`config.mk`:
```
export PLATFORM = sky130hd
export DESIGN_NAME = ahb_sram_bridge_wb
export DESIGN_NICKNAME = d
export VERILOG_FILES = /design/src/rtl/ahb_sram_bridge_wb_pkg.sv /design/src/rtl/ahb_wbuf.sv /design/src/rtl/ahb_sram_bridge_wb.sv
export SDC_FILE = /design/constraint.sdc
export NUM_CORES = 1
export LEC_CHECK = 0
export BUFFER_PORTS_ARGS = -buffer_cell sky130_fd_sc_hd__buf_4
export CAP_MARGIN = 25
export CELL_PAD_IN_SITES_DETAIL_PLACEMENT = 0
export CELL_PAD_IN_SITES_GLOBAL_PLACEMENT = 1
export CORE_ASPECT_RATIO = 1.2
export CORE_MARGIN = 2
export CORE_UTILIZATION = 52
export CTS_CLUSTER_DIAMETER = 120
export DETAILED_ROUTE_END_ITERATION = 8
export PLACE_DENSITY = 0.87
export SYNTH_ARGS = -nofsm -noshare
export SYNTH_HDL_FRONTEND = slang
export SYNTH_SLANG_ARGS = --single-unit
```
`constraint.sdc`:
```
create_clock -name clk -period 7 [get_ports clk]
set_input_delay 1.05 -clock clk [delete_from_list [all_inputs] [get_ports clk]]
set_output_delay 1.05 -clock clk [all_outputs]
set_load 0.1 [all_outputs]
```
`src/rtl/ahb_sram_bridge_wb_pkg.sv`:
```
// rtl/ahb_sram_bridge_wb_pkg.sv - shared AHB codes, FSM states and byte-mask helper for the bridge
package ahb_sram_bridge_wb_pkg;

   localparam logic [1:0] HTRANS_IDLE = 2'b00;
   localparam logic [1:0] HTRANS_BUSY = 2'b01;

   typedef enum logic [2:0] {
      S_IDLE,
      S_RD_HAZ,
      S_RD_REQ,
      S_RD_RSP,
      S_WR_DATA,
      S_WR_FULL,
      S_ERR1,
      S_ERR2
   } state_t;

   // Lanes touched by a transfer of 2**size bytes starting at byte offset; caller truncates to W_BE.
   function automatic logic [7:0] byte_mask(input logic [2:0] size, input logic [2:0] offset);
      logic [15:0] span;
      span = (16'd1 << (16'd1 << size)) - 16'd1;
      span = span << offset;
      return span[7:0];
   endfunction

endpackage

```
`src/rtl/ahb_wbuf.sv`:
```
// rtl/ahb_wbuf.sv - posted write FIFO with per-entry word-address hazard compare
module ahb_wbuf #(
   parameter int W_ADDR = 32,
   parameter int W_DATA = 32,
   parameter int DEPTH  = 4,
   parameter int W_BE   = W_DATA / 8
) (
   input  logic              clk,
   input  logic              rst,
   input  logic              push,
   input  logic [W_ADDR-1:0] push_addr,
   input  logic [W_DATA-1:0] push_data,
   input  logic [W_BE-1:0]   push_mask,
   input  logic              pop,
   output logic [W_ADDR-1:0] head_addr,
   output logic [W_DATA-1:0] head_data,
   output logic [W_BE-1:0]   head_mask,
   output logic              empty,
   output logic              full,
   input  logic [W_ADDR-1:0] chk_addr,
   output logic              hazard
);

   localparam int W_PTR = $clog2(DEPTH) + 1;
   localparam int W_IDX = (DEPTH > 1) ? $clog2(DEPTH) : 1;

   logic [W_ADDR-1:0] addr_mem [DEPTH];
   logic [W_DATA-1:0] data_mem [DEPTH];
   logic [W_BE-1:0]   mask_mem [DEPTH];
   logic [DEPTH-1:0]  valid;
   logic [DEPTH-1:0]  match;
   logic [W_PTR-1:0]  wr_ptr;
   logic [W_PTR-1:0]  rd_ptr;
   logic [W_IDX-1:0]  wr_idx;
   logic [W_IDX-1:0]  rd_idx;
   logic              do_push;
   logic              do_pop;

   assign wr_idx  = W_IDX'(wr_ptr % W_PTR'(DEPTH));
   assign rd_idx  = W_IDX'(rd_ptr % W_PTR'(DEPTH));
   assign empty   = (wr_ptr == rd_ptr);
   assign full    = ((wr_ptr ^ rd_ptr) == W_PTR'(DEPTH));
   assign do_pop  = pop && !empty;
   // A pop in the same cycle frees the slot, so a full buffer still accepts the push.
   assign do_push = push && (!full || do_pop);

   assign head_addr = addr_mem[rd_idx];
   assign head_data = data_mem[rd_idx];
   assign head_mask = mask_mem[rd_idx];

   always_comb begin
      match = '0;
      for (int i = 0; i < DEPTH; i++) begin
         match[i] = valid[i] && (addr_mem[i] == chk_addr);
      end
   end

   assign hazard = (|match) || (do_push && (push_addr == chk_addr));

   always_ff @(posedge clk) begin
      if (rst) begin
         wr_ptr <= '0;
         rd_ptr <= '0;
         valid  <= '0;
      end else begin
         if (do_pop) begin
            rd_ptr         <= rd_ptr + W_PTR'(1);
            valid[rd_idx]  <= 1'b0;
         end
         if (do_push) begin
            wr_ptr         <= wr_ptr + W_PTR'(1);
            valid[wr_idx]  <= 1'b1;
         end
      end
   end

   always_ff @(posedge clk) begin
      if (do_push) begin
         addr_mem[wr_idx] <= push_addr;
         data_mem[wr_idx] <= push_data;
         mask_mem[wr_idx] <= push_mask;
      end
   end

endmodule

```
`src/rtl/ahb_sram_bridge_wb.sv`:
```
// rtl/ahb_sram_bridge_wb.sv - AHB-lite slave to cached-memory request port with posted write buffer
module ahb_sram_bridge_wb
   import ahb_sram_bridge_wb_pkg::*;
#(
   parameter int W_ADDR     = 32,
   parameter int W_DATA     = 32,
   parameter int WBUF_DEPTH = 4
) (
   input  logic                  clk,
   input  logic                  rst,
   output logic                  ahbls_hready_resp,
   input  logic                  ahbls_hready,
   output logic                  ahbls_hresp,
   input  logic [W_ADDR-1:0]     ahbls_haddr,
   input  logic                  ahbls_hwrite,
   input  logic [1:0]            ahbls_htrans,
   input  logic [2:0]            ahbls_hsize,
   input  logic [W_DATA-1:0]     ahbls_hwdata,
   output logic [W_DATA-1:0]     ahbls_hrdata,
   output logic                  mem_req,
   output logic                  mem_we,
   output logic [W_ADDR-1:0]     mem_addr,
   output logic [W_DATA-1:0]     mem_wdata,
   output logic [W_DATA/8-1:0]   mem_wmask,
   input  logic                  mem_ack,
   input  logic [W_DATA-1:0]     mem_rdata
);

   localparam int W_BE  = W_DATA / 8;
   localparam int W_OFF = $clog2(W_BE);

   state_t            state;
   state_t            state_d;
   logic [W_ADDR-1:0] addr_q;
   logic [W_BE-1:0]   mask_q;
   logic [W_ADDR-1:0] haddr_word;
   logic [7:0]        mask_full;
   logic [W_BE-1:0]   mask_new;
   logic [W_OFF-1:0]  align_mask;
   logic              addr_err;
   logic              trans_active;
   logic              accept;
   logic              slot_free;
   logic              wr_phase;
   logic              can_push;
   logic              push;
   logic              pop;
   logic              rd_want;
   logic              rd_inflight;
   logic              port_free;
   logic              buf_empty;
   logic              buf_full;
   logic              hazard;
   logic [W_ADDR-1:0] chk_addr;
   logic [W_BE-1:0]   rd_mask;
   logic [W_ADDR-1:0] head_addr;
   logic [W_DATA-1:0] head_data;
   logic [W_BE-1:0]   head_mask;

   assign haddr_word   = {ahbls_haddr[W_ADDR-1:W_OFF], {W_OFF{1'b0}}};
   assign mask_full    = byte_mask(ahbls_hsize, 3'(ahbls_haddr[W_OFF-1:0]));
   assign mask_new     = mask_full[W_BE-1:0];
   assign align_mask   = W_OFF'((32'd1 << ahbls_hsize) - 32'd1);
   assign addr_err     = (ahbls_hsize > 3'(W_OFF)) || (|(ahbls_haddr[W_OFF-1:0] & align_mask));
   assign trans_active = (ahbls_htrans != HTRANS_IDLE) && (ahbls_htrans != HTRANS_BUSY);

   assign pop         = mem_req && mem_we && mem_ack;
   assign rd_inflight = mem_req && !mem_we;
   assign port_free   = !mem_req || mem_ack;
   assign wr_phase    = (state == S_WR_DATA) || (state == S_WR_FULL);
   assign can_push    = !buf_full || pop;
   assign push        = wr_phase && can_push;
   assign slot_free   = (state == S_IDLE) || (state == S_RD_RSP) || (state == S_ERR2) || push;
   assign accept      = slot_free && ahbls_hready && trans_active;
   // During the address phase the hazard check looks at the incoming address, afterwards at the held one.
   assign chk_addr    = accept ? haddr_word : addr_q;
   assign rd_mask     = accept ? mask_new : mask_q;

   ahb_wbuf #(
      .W_ADDR (W_ADDR),
      .W_DATA (W_DATA),
      .DEPTH  (WBUF_DEPTH)
   ) u_wbuf (
      .clk       (clk),
      .rst       (rst),
      .push      (push),
      .push_addr (addr_q),
      .push_data (ahbls_hwdata),
      .push_mask (mask_q),
      .pop       (pop),
      .head_addr (head_addr),
      .head_data (head_data),
      .head_mask (head_mask),
      .empty     (buf_empty),
      .full      (buf_full),
      .chk_addr  (chk_addr),
      .hazard    (hazard)
   );

   always_comb begin
      state_d           = state;
      ahbls_hready_resp = 1'b1;
      ahbls_hresp       = 1'b0;
      rd_want           = 1'b0;
      case (state)
         S_IDLE, S_RD_RSP: ;
         S_RD_HAZ: begin
            ahbls_hready_resp = 1'b0;
            if (!hazard) begin
               rd_want = 1'b1;
               state_d = S_RD_REQ;
            end
         end
         S_RD_REQ: begin
            ahbls_hready_resp = 1'b0;
            rd_want           = !rd_inflight;
            if (rd_inflight && mem_ack) state_d = S_RD_RSP;
         end
         S_WR_DATA, S_WR_FULL: begin
            ahbls_hready_resp = can_push;
            if (!can_push) state_d = S_WR_FULL;
         end
         S_ERR1: begin
            ahbls_hready_resp = 1'b0;
            ahbls_hresp       = 1'b1;
            state_d           = S_ERR2;
         end
         S_ERR2: ahbls_hresp = 1'b1;
         default: state_d = S_IDLE;
      endcase
      if (slot_free) begin
         state_d = S_IDLE;
         if (accept) begin
            if (addr_err)          state_d = S_ERR1;
            else if (ahbls_hwrite) state_d = S_WR_DATA;
            else if (hazard)       state_d = S_RD_HAZ;
            else begin
               state_d = S_RD_REQ;
               rd_want = 1'b1;
            end
         end
      end
   end

   always_ff @(posedge clk) begin
      if (rst) begin
         state        <= S_IDLE;
         addr_q       <= '0;
         mask_q       <= '0;
         ahbls_hrdata <= '0;
      end else begin
         state <= state_d;
         if (accept) begin
            addr_q <= haddr_word;
            mask_q <= mask_new;
         end
         if (state == S_RD_REQ && rd_inflight && mem_ack) ahbls_hrdata <= mem_rdata;
      end
   end

   // Request fields only change when the port is free, so they hold steady while mem_req is up.
   always_ff @(posedge clk) begin
      if (rst) begin
         mem_req   <= 1'b0;
         mem_we    <= 1'b0;
         mem_addr  <= '0;
         mem_wdata <= '0;
         mem_wmask <= '0;
      end else if (port_free) begin
         if (rd_want) begin
            mem_req   <= 1'b1;
            mem_we    <= 1'b0;
            mem_addr  <= chk_addr;
            mem_wdata <= '0;
            mem_wmask <= rd_mask;
         end else if (!mem_req && !buf_empty) begin
            mem_req   <= 1'b1;
            mem_we    <= 1'b1;
            mem_addr  <= head_addr;
            mem_wdata <= head_data;
            mem_wmask <= head_mask;
         end else begin
            mem_req   <= 1'b0;
         end
      end
   end

endmodule

```
==> summary.md <==
| Metric | Value |
|---|---|
| Hold WC Path Type | `register to register` |
| Multi-input logic area | `8590 µm²` |
| Area Overhead vs Synth | `17.6%` |
| Filler instances | `3112` |
| Setup violations, final | `0` |
| Setup TNS | `0 ps` |
| Slowest library cell on the worst path | `dfxtp_1` |
| Lkg Pwr | `8.55 nW` |
| Post-synth EDFFs | `272` |
| Initial antenna violation count | `1` |
| Post-layout util | `0.620` |
| Final net count | `2012` |
| Clock skew | `17.0 ps` |
| Cells taking the most area after synthesis | `edfxtp_1, dfxtp_1, mux4_2` |
| Seq cells post-synth | `425` |
| Gr busiest metal | `met2` |
| Clk sinks | `425` |
| Hold wc startpoint | `ahbls_hrdata[3]$_SDFFE_PP0P_` |
| Sequential cell area | `11200 µm²` |
| Worst Max-Slew Pin Slew | `1130 ps` |
| Setup Fix Bufs, Post-CTS | `0` |
| Max H-tree Level | `2` |
| Core Footprint | `38700 µm²` |
| Chip width | `185 µm` |
| Peak VDD IR | `347 µV` |
| Avg Inst Size Synth | `11.9 µm²` |
| Grt met2 use | `0.484` |
| Hold Buf Count CTS | `0` |
| Worst Path Arrival | `6100 ps` |
| Remaining antenna violation count | `0` |
| Yosys cell types | `89` |
| DRC Markers | `0` |
| Post_cts resized | `0` |
| Worst-Skew Late Latency | `580 ps` |
| Ys async rst share | `0` |
| Synth Instances | `1716` |
| DRT Wirelength | `60.0 mm` |
| Via/cell ratio | `6.27` |
| First-pass GRT wire length | `90.0 mm` |
| Worst rel slew slack | `0.248` |
| Met1 usage | `0.361` |
| Max Slew Vio Count | `0` |
| CP startpoint kind | `register` |
| Ys Warns | `0` |
| Chip height | `221 µm` |
| Max Cap Viol | `0` |
| Number of global-route vias before repair | `15200` |
| Share of cells above drive strength 1 | `0.232` |
| WL/cell | `24.4 µm` |
| Largest net degree at the start of global routing | `64` |
| Critical path fanouts, max | `32` |
| Max stage delay on crit path | `700 ps` |
| Count leader, synth | `edfxtp_1` |
| Met3 usage | `0.0507` |
| Pre-antenna DRT Iters | `8` |
| Critical path type | `register to register` |
| Pwr dens | `272 nW/µm²` |
| Remaining Overflow, GRT | `0` |
| Reg2reg setup slack | `1400 ps` |
| Boundary Pins | `210` |
| Syn nets | `1830` |
| Initial cell density of the core | `0.527` |
| Commonest register cell after synthesis | `edfxtp_1` |
| Worst-case clock buffer depth | `3` |
| Post-DP HPWL | `41.2 mm` |
| Via count | `15400` |
| Largest area contributor in the netlist | `edfxtp_1` |
| CP Data Required Time | `7500 ps` |
| FF-to-FF path depth | `14` |
| Sequential share of the synthesized area | `0.550` |
| Hold EP | `ahbls_hrdata[3]$_SDFFE_PP0P_` |
| Top cell by count, worst path | `buf_4` |
| RR Endpoint | `mem_wdata[14]$_SDFFE_PP0P_` |
| Yosys top cell area share | `0.400` |
| Final hold vios | `0` |
| Top post-synthesis cells by count | `edfxtp_1, dfxtp_1, nand2_1` |
| # port buffers | `208` |
| Final period util | `0.800` |
| Status | `finished, final reports clean` |
| GRT Total Usage | `0.291` |
| Row cnt | `79` |
| Hold Path Depth | `2` |
| Crit path time final | `5600 ps` |
| Root buffer cell | `clkbuf_16` |
| Routability Congestion | `0.940` |
| CTS tree | `built` |
| Worst Setup End Kind | `register` |
| Worst-path cell chain | `clkinv_1 > buf_4 > a311o_1 > a311oi_2 > nand2_1 > xnor2_1 > nand4_1 > nor4_1 > a21oi_1 > a31oi_4 > buf_12 > and3b_1 > buf_4 > a22o_1` |
| Launch point of the worst reg-to-reg path | `state[0]$_SDFFE_PP0P_` |
| Fmax | `179 MHz` |
| Post-Synthesis Cell Area | `20400 µm²` |
| Reg clk slew, reported paths | `70 ps` |
| Num CTS Buffers | `44` |
| Die area | `40900 µm²` |
| RSZ-0062 raised after global routing | `false` |
| First DRT Iteration DRCs | `1580` |
==> state kept, by name (all words and copies together), names as in the netlist, named ones only <==
register / flops
addr_q: 32
ahbls_hrdata: 32
mask_q: 4
mem_addr: 32
mem_req: 1
mem_wdata: 32
mem_we: 1
mem_wmask: 4
state: 3
u_wbuf.addr_mem: 128
u_wbuf.data_mem: 128
u_wbuf.mask_mem: 16
u_wbuf.rd_ptr: 3
u_wbuf.valid: 4
u_wbuf.wr_ptr: 3
==> critical path, delay by kind of cell, from the launching register on <==
family,cells,cell delay [ps]
flip-flops,1,700
XOR/XNOR,1,180
AO/OA/AOI/OAI,5,1790
AND/OR/NAND/NOR,4,1220
buffers and inverters,4,1600
==> layout by cell type (no fill, tap or decap), types with 19 or more instances in the layout <==
cell type	count
edfxtp_1	272
buf_4	245
dfxtp_1	150
nand2_1	147
a21oi_1	117
nor2_1	95
nand3_1	77
mux4_2	68
clkbuf_16	44
xnor2_1	43
and3_1	35
mux2i_1	33
a22o_1	33
nand4_1	31
o21ai_0	30
inv_1	28
a211oi_1	28
nor2b_1	20
a21boi_0	20
and4_1	19
nor3_1	19
==> layer usage <==
| layer | wire length (µm) | share of wire | vias up |
|---|---|---|---|
| met4 | 3430 | 0.057 | 2 |
| met3 | 4320 | 0.072 | 175 |
| met2 | 29300 | 0.49 | 656 |
| met5 | 10 | 0.00017 | - |
| li1 | - | - | 7048 |
| met1 | 23000 | 0.38 | 7555 |
==> report_power, final <==
part | total, mW | internal, mW | switching (mW)
sequential | 2.87 | 2.77 | 0.0990
combinational | 1.25 | 0.361 | 0.885
clock | 2.42 | 1.43 | 0.991
total | 6.54 | 4.56 | 1.97
==> cells by family after synthesis <==
family	count (synthesis)	share of synthesized area
AND/OR/NAND/NOR	579	0.153
adder cells (fa/ha/maj)	8	0.00490
multiplexers	116	0.0994
buffers and inverters	143	0.0307
flip-flops	425	0.550
XOR/XNOR	59	0.0257
AO/OA/AOI/OAI	386	0.137
==> final cells by class <==
cell class                 instances  share of cell area
timing repair buffer             249              0.0802
inverter                          30             0.00469
sequential                       425               0.468
clock inverter                    23              0.0123
tap                              526              0.0274
clock buffer                      59              0.0498
antenna                            1            0.000104
multi-input combinational       1148               0.358
==> per-stage QoR <==
| step | hold WS [ps] | power (mW) | setup WS (ps) | cells | area (µm²) |
|---|---|---|---|---|---|
| 2_1_floorplan | 437 | 3.78 | 1600 | 1716 | 20400 |
| 3_3_place_gp | 443 | 4.13 | 1010 | 2377 | 22500 |
| 3_5_place_dp | 447 | 4.15 | 952 | 2377 | 22500 |
| 4_1_cts | 455 | 6.56 | 1510 | 2459 | 24000 |
| 5_1_grt | 475 | 6.73 | 1170 | 2460 | 24000 |
| 6_report | 455 | 6.54 | 1400 | 2461 | 24000 |
==> how the worst max path moves through the flow <==
| stage | startpoint | to | slack (ps) |
|---|---|---|---|
| final | state[0]$_SDFFE_PP0P_ | mem_wdata[14]$_SDFFE_PP0P_ | 1400 |
| after floorplan | mem_req$_SDFFE_PP0P_ | ahbls_hready_resp | 1600 |
| after CTS | state[0]$_SDFFE_PP0P_ | mem_wdata[17]$_SDFFE_PP0P_ | 1510 |
| after global placement | ahbls_htrans[1] | mem_wdata[30]$_SDFFE_PP0P_ | 1010 |
| after global routing | state[0]$_SDFFE_PP0P_ | mem_wdata[26]$_SDFFE_PP0P_ | 1170 |
| after detailed placement | ahbls_htrans[1] | mem_wdata[1]$_SDFFE_PP0P_ | 950 |
Note: power is estimated with default switching activity, not from simulation.
